## src/rtl/scr1_memif_pkg.sv

```systemverilog
// ---------------------------------------------------------------------------
// scr1_memif_pkg
//   Shared data-memory interface types for the SCR1 memory-mapped blocks:
//   command, access width and response encodings, bus widths, and the state
//   type of the timer arbiter that sits in front of scr1_timer.
//
//   The zero encodings of command (RD) and width (BYTE) are what an idle bus
//   carries, so "drive the bus to zero" and "drive RD/BYTE" mean the same.
// ---------------------------------------------------------------------------
package scr1_memif_pkg;

  localparam int SCR1_DMEM_AWIDTH = 32;
  localparam int SCR1_DMEM_DWIDTH = 32;

  typedef enum logic {
    SCR1_MEM_CMD_RD = 1'b0,
    SCR1_MEM_CMD_WR = 1'b1
  } type_scr1_mem_cmd_e;

  typedef enum logic [1:0] {
    SCR1_MEM_WIDTH_BYTE  = 2'b00,
    SCR1_MEM_WIDTH_HWORD = 2'b01,
    SCR1_MEM_WIDTH_WORD  = 2'b10,
    SCR1_MEM_WIDTH_ERROR = 2'b11
  } type_scr1_mem_width_e;

  typedef enum logic [1:0] {
    SCR1_MEM_RESP_NOTRDY = 2'b00,
    SCR1_MEM_RESP_RDY_OK = 2'b01,
    SCR1_MEM_RESP_RDY_ER = 2'b10
  } type_scr1_mem_resp_e;

  // Two-state arbiter FSM: either free to grant, or waiting on the timer.
  typedef enum logic {
    SCR1_TIMER_ARB_IDLE      = 1'b0,
    SCR1_TIMER_ARB_WAIT_RESP = 1'b1
  } type_scr1_timer_arb_fsm_e;

  // True once the target has produced a final (OK or error) response.
  function automatic logic scr1_mem_resp_done(input type_scr1_mem_resp_e resp);
    return (resp != SCR1_MEM_RESP_NOTRDY);
  endfunction

endpackage

```

## src/rtl/scr1_timer_arb.sv

```systemverilog
// ---------------------------------------------------------------------------
// scr1_timer_arb
//   Two-requester arbiter in front of the single-ported scr1_timer slave.
//   Requester 0 is the core data-memory port, requester 1 the debug/system
//   bus. One transaction is outstanding at a time; a new one may be granted
//   in the same cycle the previous one completes, giving one transaction per
//   cycle when the timer answers immediately. A stuck timer is cut off after
//   TIMEOUT_CYC cycles with a forced error response.
//
// Parameters
//   TIMEOUT_CYC  cycles allowed in WAIT_RESP before a forced RDY_ER (2..255)
//
// Ports
//   clk, rst_n                       clock, synchronous active-low reset
//   m0_req/cmd/width/addr/wdata      requester 0 request
//   m0_req_ack, m0_rdata, m0_resp    requester 0 handshake and response
//   m1_*                             same as m0_*, requester 1
//   t_req/cmd/width/addr/wdata       request to the timer
//   t_req_ack, t_rdata, t_resp       timer handshake and response
// ---------------------------------------------------------------------------
module scr1_timer_arb
  import scr1_memif_pkg::*;
#(
  parameter int TIMEOUT_CYC = 16
) (
  input  logic                        clk,
  input  logic                        rst_n,

  input  logic                        m0_req,
  input  type_scr1_mem_cmd_e          m0_cmd,
  input  type_scr1_mem_width_e        m0_width,
  input  logic [SCR1_DMEM_AWIDTH-1:0] m0_addr,
  input  logic [SCR1_DMEM_DWIDTH-1:0] m0_wdata,
  output logic                        m0_req_ack,
  output logic [SCR1_DMEM_DWIDTH-1:0] m0_rdata,
  output type_scr1_mem_resp_e         m0_resp,

  input  logic                        m1_req,
  input  type_scr1_mem_cmd_e          m1_cmd,
  input  type_scr1_mem_width_e        m1_width,
  input  logic [SCR1_DMEM_AWIDTH-1:0] m1_addr,
  input  logic [SCR1_DMEM_DWIDTH-1:0] m1_wdata,
  output logic                        m1_req_ack,
  output logic [SCR1_DMEM_DWIDTH-1:0] m1_rdata,
  output type_scr1_mem_resp_e         m1_resp,

  output logic                        t_req,
  output type_scr1_mem_cmd_e          t_cmd,
  output type_scr1_mem_width_e        t_width,
  output logic [SCR1_DMEM_AWIDTH-1:0] t_addr,
  output logic [SCR1_DMEM_DWIDTH-1:0] t_wdata,
  input  logic                        t_req_ack,
  input  logic [SCR1_DMEM_DWIDTH-1:0] t_rdata,
  input  type_scr1_mem_resp_e         t_resp
);

  localparam logic [7:0] TIMEOUT_LAST = 8'(TIMEOUT_CYC - 1);

  type_scr1_timer_arb_fsm_e state;
  logic                     rr;       // 0: m0 preferred on contention
  logic                     owner;    // requester of the outstanding transaction
  logic [7:0]               to_cnt;

  logic                     grant_en;
  logic                     grant0;
  logic                     grant1;
  logic                     winner;
  logic                     accept;
  logic                     timeout;
  type_scr1_mem_resp_e      own_resp;
  logic [SCR1_DMEM_DWIDTH-1:0] own_rdata;

  // Grant is open in IDLE, or in WAIT_RESP on the cycle the current
  // transaction completes. Holding reset closes it so that the bus looks
  // idle while rst_n is low, whatever state the flops still hold.
  always_comb begin
    grant_en = 1'b0;
    if (rst_n) begin
      grant_en = (state == SCR1_TIMER_ARB_IDLE) ||
                 ((state == SCR1_TIMER_ARB_WAIT_RESP) && scr1_mem_resp_done(t_resp));
    end
  end

  // Single requester wins outright; on contention the round-robin pointer
  // picks. A requester that drops req before ack simply loses the grant.
  always_comb begin
    grant0 = grant_en & m0_req & (~m1_req | ~rr);
    grant1 = grant_en & m1_req & (~m0_req |  rr);
    winner = grant1;
    accept = (grant0 | grant1) & t_req_ack;
  end

  // Request mux towards the timer; an ungranted bus is all zeros.
  always_comb begin
    t_req   = grant0 | grant1;
    t_cmd   = SCR1_MEM_CMD_RD;
    t_width = SCR1_MEM_WIDTH_BYTE;
    t_addr  = '0;
    t_wdata = '0;
    if (grant1) begin
      t_cmd   = m1_cmd;
      t_width = m1_width;
      t_addr  = m1_addr;
      t_wdata = m1_wdata;
    end else if (grant0) begin
      t_cmd   = m0_cmd;
      t_width = m0_width;
      t_addr  = m0_addr;
      t_wdata = m0_wdata;
    end
    m0_req_ack = t_req_ack & grant0;
    m1_req_ack = t_req_ack & grant1;
  end

  // Response path: only the owner of an outstanding transaction sees the
  // timer. On the last allowed NOTRDY cycle the arbiter substitutes an
  // error with zero data, so a hung timer cannot hang a requester.
  always_comb begin
    timeout   = (state == SCR1_TIMER_ARB_WAIT_RESP) &&
                (to_cnt == TIMEOUT_LAST) &&
                (t_resp == SCR1_MEM_RESP_NOTRDY);
    own_resp  = SCR1_MEM_RESP_NOTRDY;
    own_rdata = '0;
    if (rst_n && (state == SCR1_TIMER_ARB_WAIT_RESP)) begin
      if (timeout) begin
        own_resp  = SCR1_MEM_RESP_RDY_ER;
      end else begin
        own_resp  = t_resp;
        own_rdata = t_rdata;
      end
    end
    m0_resp  = SCR1_MEM_RESP_NOTRDY;
    m0_rdata = '0;
    m1_resp  = SCR1_MEM_RESP_NOTRDY;
    m1_rdata = '0;
    if (owner) begin
      m1_resp  = own_resp;
      m1_rdata = own_rdata;
    end else begin
      m0_resp  = own_resp;
      m0_rdata = own_rdata;
    end
  end

  // FSM. An accepted request always (re)loads owner, pointer and counter,
  // whether it comes from IDLE or back-to-back on a completion cycle; the
  // pointer then favours the requester that did not just win.
  always_ff @(posedge clk) begin
    if (!rst_n) begin
      state  <= SCR1_TIMER_ARB_IDLE;
      rr     <= 1'b0;
      owner  <= 1'b0;
      to_cnt <= '0;
    end else begin
      case (state)
        SCR1_TIMER_ARB_IDLE: begin
          if (accept) begin
            owner  <= winner;
            rr     <= ~winner;
            to_cnt <= '0;
            state  <= SCR1_TIMER_ARB_WAIT_RESP;
          end
        end
        SCR1_TIMER_ARB_WAIT_RESP: begin
          if (scr1_mem_resp_done(t_resp)) begin
            if (accept) begin
              owner  <= winner;
              rr     <= ~winner;
              to_cnt <= '0;
            end else begin
              state  <= SCR1_TIMER_ARB_IDLE;
            end
          end else if (timeout) begin
            state  <= SCR1_TIMER_ARB_IDLE;
          end else begin
            to_cnt <= to_cnt + 8'd1;
          end
        end
        default: state <= SCR1_TIMER_ARB_IDLE;
      endcase
    end
  end

endmodule
```

## config.mk

```make
export PLATFORM = sky130hd
export DESIGN_NAME = scr1_timer_arb
export DESIGN_NICKNAME = d
export VERILOG_FILES = /design/src/rtl/scr1_memif_pkg.sv /design/src/rtl/scr1_timer_arb.sv
export SDC_FILE = /design/constraint.sdc
export NUM_CORES = 1
export LEC_CHECK = 0
export CORE_AREA = 2 2 119 121
export CTS_CLUSTER_DIAMETER = 60
export DETAILED_ROUTE_END_ITERATION = 16
export DIE_AREA = 0 0 121 123
export HOLD_SLACK_MARGIN = 0.12
export PLACE_DENSITY_LB_ADDON = 0.15
export SYNTH_ARGS = -nofsm -noshare
export SYNTH_HDL_FRONTEND = slang
export SYNTH_SLANG_ARGS = --single-unit
export TNS_END_PERCENT = 50
```

## constraint.sdc

```tcl
create_clock -name clk -period 4.6 [get_ports clk]
set_clock_uncertainty 0.05 [all_clocks]
set_input_delay 0.92 -clock clk [delete_from_list [all_inputs] [get_ports clk]]
set_output_delay 0.92 -clock clk [all_outputs]
set_load 0.01 [all_outputs]
```

== Yosys cells after proc, flatten, opt, wreduce, memory -nomap -nowiden ==
Index checks and enable logic that the tools add are counted.

* Word-level logic and storage cells: 61
* Flip-flop bits (word level): 11
* Output and inout bits: 138
* Input port bits: 173

* Reduce and logical (&&, ||, !) cells: 7
* $add $sub $neg: 1
* Muxes and demuxes: 31
* Bitwise operators: 15
* Equal/unequal tests: 3

{| class="wikitable"
|+ Operators with widths
! cell !! number
|-
| $mux 32 || 8
|-
| $mux 8 || 3
|-
| $pmux 8 s2 || 1
|-
| $mux 2 || 6
|-
| $mux 1 || 10
|-
| $add 8x1->8 const B || 1
|-
| $eq 8x4->1 const B || 1
|-
| $and 1x1->1 || 7
|-
| $pmux 1 s2 || 3
|-
| $not 1->1 || 5
|-
| $logic_and 1x1->1 || 4
|-
| $ne 3x2->1 const B || 1
|-
| $or 1x1->1 || 3
|-
| $logic_not 2->1 || 1
|-
| $ne 2x1->1 const B || 1
|-
| $reduce_bool 2->1 || 1
|-
| $logic_or 1x1->1 || 1
|}

== Longest topological paths before layout ==
Gate-level depths: netlist of the first run.

* Depth after elaboration: 11
* Mapped depth: 7
* Mapped depth without buffers: 4

== Worst setup path before layout of the first run ==
Ideal clock, no wire load.

* Path type: input-to-output
* From: input t_resp[0]
* To: output t_addr[12]
* Stages on the path: 6
* Buffers on the path: 3
* Required time: 3.630 ns
* Arrival: 2.050 ns
* Path slack: 1.580 ns
* Cells stage by stage: or3b_1 and3_1 buf_2 buf_6 buf_6 a22o_1

* Word-level cells in the longest chain between the ends: 8
* Elaborated cells on any way between the ends: 10
* Classes of those cells: mux: 3; bitwise: 4; reduce/logical: 3

{| class="wikitable"
|+ Ends and longest elaborated chain
! element !! RTL line !! text
|-
| start: declaration || scr1_timer_arb.sv:54 || <nowiki>input type_scr1_mem_resp_e t_resp</nowiki>
|-
| $reduce_bool 2->1 (*) || scr1_memif_pkg.sv:41 || <nowiki>return (resp != SCR1_MEM_RESP_NOTRDY);</nowiki>
|-
| $logic_and 1x1->1 (*) || scr1_timer_arb.sv:80 || <nowiki>((state == SCR1_TIMER_ARB_WAIT_RESP) && scr1_mem_resp_done(t_resp));</nowiki>
|-
| $logic_or 1x1->1 (*) || scr1_timer_arb.sv:79 || <nowiki>grant_en = (state == SCR1_TIMER_ARB_IDLE) ||</nowiki>
|-
| $mux 1 (*) || scr1_timer_arb.sv:78 || <nowiki>if (rst_n) begin</nowiki>
|-
| $and 1x1->1 (2 in series) || scr1_timer_arb.sv:87 || <nowiki>grant0 = grant_en & m0_req & (~m1_req | ~rr);</nowiki>
|-
| $mux 32 || scr1_timer_arb.sv:105 || <nowiki>end else if (grant0) begin</nowiki>
|-
| $mux 32 (*) || scr1_timer_arb.sv:100 || <nowiki>if (grant1) begin</nowiki>
|-
| end: declaration || scr1_timer_arb.sv:50 || <nowiki>output logic [SCR1_DMEM_AWIDTH-1:0] t_addr,</nowiki>
|}

Mark *: on every way between the ends. The rest lies on a longest branch, timed or not.

== Worst setup path after layout of the first run ==
* From: input t_resp[0]
* To: output t_wdata[8]

* Word-level cells in the longest chain between the ends: 8
* Elaborated cells on any way between the ends: 10
* Classes of those cells: mux: 3; bitwise: 4; reduce/logical: 3

{| class="wikitable"
|+ Ends and longest elaborated chain
! element !! RTL line !! text
|-
| $reduce_bool 2->1 (*) || scr1_memif_pkg.sv:41 ||
|-
| $logic_and 1x1->1 (*) || scr1_timer_arb.sv:80 ||
|-
| $logic_or 1x1->1 (*) || scr1_timer_arb.sv:79 ||
|-
| $mux 1 (*) || scr1_timer_arb.sv:78 ||
|-
| $and 1x1->1 (2 in series) || scr1_timer_arb.sv:87 ||
|-
| $mux 32 || scr1_timer_arb.sv:105 ||
|-
| $mux 32 (*) || scr1_timer_arb.sv:100 ||
|-
| end: declaration || scr1_timer_arb.sv:51 || <nowiki>output logic [SCR1_DMEM_DWIDTH-1:0] t_wdata,</nowiki>
|}

Marks and branches as above.

==> impl_metrics.yaml, run 1 <==
global_route:
  grt_pass1_vias: 3174
  grtUsageTotal_pct: 16.87
  antenna_found_initial: 0
  overflow: 0
  grt_util_met1_pct: 19.39
  met3_usage_pct: 5.489
  met2_usage_pct: 31.57
  grt_pass1_wl_mm: 19.24
  gr-max-usage-layer: "met2"
  grt_max_degree: 38
logic_synthesis:
  synth_warnings: 0
  seq_area_frac_synth_pct: 12.12
  synthTopCellsByArea: "a22o_1 (32%), and2_1 (23%), dfxtp_1 (12%)"
  syn_area_per_cell_um2: 7.570
  synth_edf_count: 0
  syn_nets: 414
  synth_top_area_cell: "a22o_1"
  ys_async_sr_fraction_pct: 0
  ys_types: 39
  syn-cell-area_mm2: 0.001817
  synth_ff_type: "dfxtp_1"
  synthCells: 240
  synth_top_area_share_pct: 32.30
  ys_ff_latch: 11
clocking:
  cts-root-buf: "clkbuf_16"
  tritoncts.num_buffers: 3
  clk_pin_slew_ns: 0.04
  cts_setup_buffers: 0
  cts.sinks: 11
  cts_tree: "done"
  cts_hold_buf: 0
  htree_levels: 1
  cts.repair.resized: 0
  insertion_delay_ns: 0.24
  cts_buffer_depth: 2
power:
  total_power_uw: 645.4
  swShare_pct: 27.21
  irDropWorstVdd_mv: 0.08970
  power_density_mw_per_mm2: 124.0
  leakagePower_uw: 0.001942
  p_switching_uw: 175.6
  p_comb_share_pct: 59.8
  p_int_uw: 469.8
  power.share.clock_pct: 24.8
  seqPwrFrac_pct: 15.5
timing:
  fin_ws_ns: 0.4272
  setup-tns-final_ns: 0
  setup_viol: 0
  drv_slew: 0
  fin_crit_sh_pct: 90.71
  maxSlewHeadroom_pct: 32.45
  worst_pin_slew_ns: 0.9996
  rsz0062_at_grt: "no"
  final-hold-violation-count: 0
  fmax_mhz: 239.6
  layout_min_cycle_time_ns: 4.173
setup_path:
  r2r_end: "to_cnt[7]$_SDFFE_PN0P_"
  cp.required_ns: 3.63
  reg2reg_setup_slack_ns: 2.87
  r2r_start: "state$_SDFF_PN0_"
  critPathCaptureType: "output port"
  rr_worst_depth: 3
  crit_path_start: "t_resp[0]"
  criticalPathCategory: "in2out"
  start_kind: "input port"
  critPathCapture: "t_wdata[8]"
  critPathMaxFanout: 37
  cp.arrival_ns: 3.20
outcome:
  status: "finished, final reports clean"
drt:
  wl_per_cell_um: 19.37
  drc: 0
  drt_iter0_markers: 115
  vias: 3179
  postRouteAntennaNets: 0
  finalWirelength_mm: 13.91
  first_pass_iters: 4
  routed_via_density: 4.428
final_layout:
  diodes: 0
  mostFrequentLayoutCells: "clkdlybuf4s50_1 (309), a22o_1 (67), and2_1 (66)"
  drive_above_1_share_pct: 3.717
  final_common_cell: "clkdlybuf4s50_1"
  fillers: 1398
  fin_area_mm2: 0.005205
  fin_nets: 713
  stdcell_count: 718
  syn_to_final_growth_pct: 186.5
job:
  maxCapViolations: 0
placement:
  io_buffers: 310
  pre_cts_ws_ns: 0.4287
  place_area_mm2: 0.005126
  dp_cells: 714
  gp_congestion: 0.8024
  place_hpwl_mm: 11.58
floorplanning:
  core_mm2: 0.01361
  io_pins: 311
  initial_core_util_pct: 13.35
  die-width_um: 121
  die_area_mm2: 0.01488
  fp.dieH_um: 123
  row_count: 43
hold_path:
  min-delay-path-class: "reg2reg"
-- synth_stat cells, types with 2 or more instances --
cell      number
clkbuf_1      16
nand4_1        9
o211ai_1       3
nand3_1        7
a31oi_1        2
o32ai_1        2
buf_2          6
and2_1        66
or4_1          3
a22o_1        67
dfxtp_1       11
nand2_1       10
nor3_1         2
inv_1          6
nor2_1         2
a211oi_1       2
mux2i_1        2
buf_6          3
-- final cells by class --
| cell class | instances | area [µm²] | share of cell area [%] |
|---|---|---|---|
| sequential | 11 | 220.2 | 4.231 |
| inverter | 6 | 22.52 | 0.4327 |
| clock buffer | 4 | 78.83 | 1.514 |
| tap | 180 | 225.2 | 4.327 |
| timing repair buffer | 319 | 3193 | 61.35 |
| multi-input combinational | 198 | 1465 | 28.15 |
-- power groups by stage --
stage                     clock (µW)  combinational [µW]  sequential [µW]
after floorplan                    0                 109              101
after global placement             0                 386              101
after detailed placement           0                 386              101
after CTS                        164                 390             99.7
after global routing             170                 410              100
final                            160                 386             99.8
-- sequential cells by signal (all words and copies together) (netlist names) --
signal  flops
owner       1
state       1
rr          1
to_cnt      8
-- worst min path at each step --
stage,start,end,slack (ns),cells past startpoint
after global placement,to_cnt[1]$_SDFFE_PN0P_,to_cnt[1]$_SDFFE_PN0P_,0.46,2
after CTS,to_cnt[3]$_SDFFE_PN0P_,to_cnt[3]$_SDFFE_PN0P_,0.47,2
after detailed placement,to_cnt[3]$_SDFFE_PN0P_,to_cnt[3]$_SDFFE_PN0P_,0.47,2
after global routing,to_cnt[3]$_SDFFE_PN0P_,to_cnt[3]$_SDFFE_PN0P_,0.51,2
final,to_cnt[4]$_SDFFE_PN0P_,to_cnt[4]$_SDFFE_PN0P_,0.48,2
after floorplan,rr$_SDFFE_PN0P_,rr$_SDFFE_PN0P_,0.43,2
-- worst max-delay path, stage by stage --
cell and delay, ns:
clkdlybuf4s50_1 0.60, nor3b_2 0.08, buf_4 0.17, a211oi_4 0.22, buf_4 0.40, a22o_1 0.22, clkdlybuf4s50_1 0.59
-- cell families (layout without fill, tap and decap cells) --
| group | count (synthesis) | after routing | share of synthesized area [%] |
|---|---|---|---|
| simple gates | 109 | 109 | 37.05 |
| mux | 2 | 2 | 1.102 |
| buf+inv | 31 | 329 | 8.058 |
| flops | 11 | 11 | 12.12 |
| compound gates | 86 | 86 | 40.98 |
| fa+ha+maj | 1 | 1 | 0.6886 |
-- per-layer routing --
layer | wire length (µm) | vias to the layer above
li1 | - | 1517
met1 | 5277 | 1496
met2 | 7294 | 160
met3 | 1251 | 6
met4 | 87 | 0
met5 | 0 | -
-- per-stage QoR --
step                      hold WS, ns  utilization [%]
after CTS                      0.4744            38.24
after floorplan                0.4275                -
after detailed placement       0.4653            37.66
after global placement         0.4583            37.66
final                          0.4751            38.24
after global routing           0.5059            38.24
Note: power is estimated with default switching activity, not from simulation.
==> inputs of run 2 (changes only) <==
REMOVE_ABC_BUFFERS = 1   (was not set)
==> run 2 against run 1 <==
  * Design area increased by 0.14%
  * Register-to-register slack got worse by 0.04 ns
  * Clock power about the same
  * Utilization grew 0.055 points
  * Setup slack got worse by 0.18 ns
  * Sequential share of layout area is essentially flat
  * Critical path type unchanged
  * Highest routed layer unchanged
==> impl_metrics.yaml, run 2 (same netlist as run 1, synthesis figures left out) <==
drt:
  routed_via_density: 4.335
  first_pass_iters: 6
  wl_per_cell_um: 18.99
  vias: 3130
  drc: 0
  postRouteAntennaNets: 0
  drt_iter0_markers: 115
  finalWirelength_mm: 13.71
clocking:
  htree_levels: 1
  insertion_delay_ns: 0.24
  cts.repair.resized: 0
  clk_pin_slew_ns: 0.04
  tritoncts.num_buffers: 3
  cts_setup_buffers: 0
  cts.sinks: 11
  cts_tree: "done"
  cts_hold_buf: 0
  cts_buffer_depth: 2
  cts-root-buf: "clkbuf_16"
floorplanning:
  die_area_mm2: 0.01488
  die-width_um: 121
  core_mm2: 0.01361
  fp.dieH_um: 123
  io_pins: 311
  row_count: 43
  initial_core_util_pct: 13.35
timing:
  final-hold-violation-count: 0
  setup_viol: 0
  rsz0062_at_grt: "no"
  maxSlewHeadroom_pct: 45.99
  worst_pin_slew_ns: 0.7992
  fin_crit_sh_pct: 94.59
  fmax_mhz: 229.8
  layout_min_cycle_time_ns: 4.351
  setup-tns-final_ns: 0
  drv_slew: 0
global_route:
  grt_pass1_wl_mm: 18.40
  grtUsageTotal_pct: 16.06
  grt_pass1_vias: 2911
  grt_max_degree: 69
  antenna_found_initial: 0
  overflow: 0
final_layout:
  mostFrequentLayoutCells: "clkdlybuf4s50_1 (310), a22o_1 (67), and2_1 (66)"
  drive_above_1_share_pct: 4.067
  largest_reg_flops: 8
  syn_to_final_growth_pct: 186.9
  top_register: "to_cnt"
  final_common_cell: "clkdlybuf4s50_1"
  fin_area_mm2: 0.005213
  fin_nets: 716
setup_path:
  cp.required_ns: 3.63
  criticalPathCategory: "in2out"
  cp.arrival_ns: 3.38
  critPathMaxFanout: 27
  critPathCaptureType: "output port"
  start_kind: "input port"
outcome:
  status: "finished, final reports clean"
placement:
  place_area_mm2: 0.005119
  io_buffers: 310
  gp_congestion: 0.8693
  place_hpwl_mm: 11.30
job:
  maxCapViolations: 0
hold_path:
  min-delay-path-class: "reg2reg"
power:
  leakagePower_uw: 0.001944
  power_density_mw_per_mm2: 124.9
  irDropWorstVdd_mv: 0.1429
==> run 2: changes by cell type in the layout (fill, tap and decap cells not counted), sizes merged <==
| cell | change |
|---|---|
| diode | +1 |
| a211oi | +1 |
| buf | +1 |
| clkdlybuf4s50 | +1 |
==> run 2: worst max-delay path: stages <==
cell and delay (ns):
clkdlybuf4s50_1 0.50, nand2_1 0.18, a211oi_4 0.58, buf_4 0.40, a22o_1 0.23, clkdlybuf4s50_1 0.56
==> run 2: final cells by class <==
| class | instances | area (µm²) |
|---|---|---|
| fillers | 1342 | 8399 |
| repair buffers | 321 | 3186 |
| flip-flops and latches | 11 | 220.2 |
| inverters | 6 | 22.52 |
| multi-input cells | 199 | 1478 |
| well taps | 180 | 225.2 |
| diodes | 1 | 2.502 |
| clock buffers | 4 | 78.83 |
==> run 2: stage by stage <==
step	utilization (%)	setup WS, ns	hold WS [ns]	instances	total power (µW)
after detailed placement	37.60	0.1342	0.4763	716	486.6
after global placement	37.60	0.2063	0.4600	716	488.0
final	38.29	0.2488	0.4773	722	651.1
after floorplan	-	0.03387	0.4268	215	201.3
after global routing	38.28	0.04217	0.5144	721	681.7
after CTS	38.18	0.1334	0.4789	720	650.7
==> run 2: worst paths after layout <==
path	start	endpoint	slack, ns	depth (start not counted)
max	m1_req	t_addr[28]	0.25	6
min	to_cnt[1]$_SDFFE_PN0P_	to_cnt[1]$_SDFFE_PN0P_	0.48	2
min reg2reg	to_cnt[1]$_SDFFE_PN0P_	to_cnt[1]$_SDFFE_PN0P_	0.48	2
max reg2reg	state$_SDFF_PN0_	rr$_SDFFE_PN0P_	2.83	4
==> run 2: report_power, final <==
part	internal, µW	leakage, µW	switching, µW
Sequential	97.5	0.0000891	2.28
Clock	117	0.0000382	46.7
Combinational	255	0.00182	133
==> run 2: metal layers <==
metal | wire [µm] | GRT usage, % | vias up
met5 | 0 | 0 | -
met4 | 210 | 2.544 | 0
met3 | 1097 | 4.105 | 14
met2 | 6470 | 27.74 | 154
met1 | 5935 | 20.47 | 1430
li1 | - | - | 1532
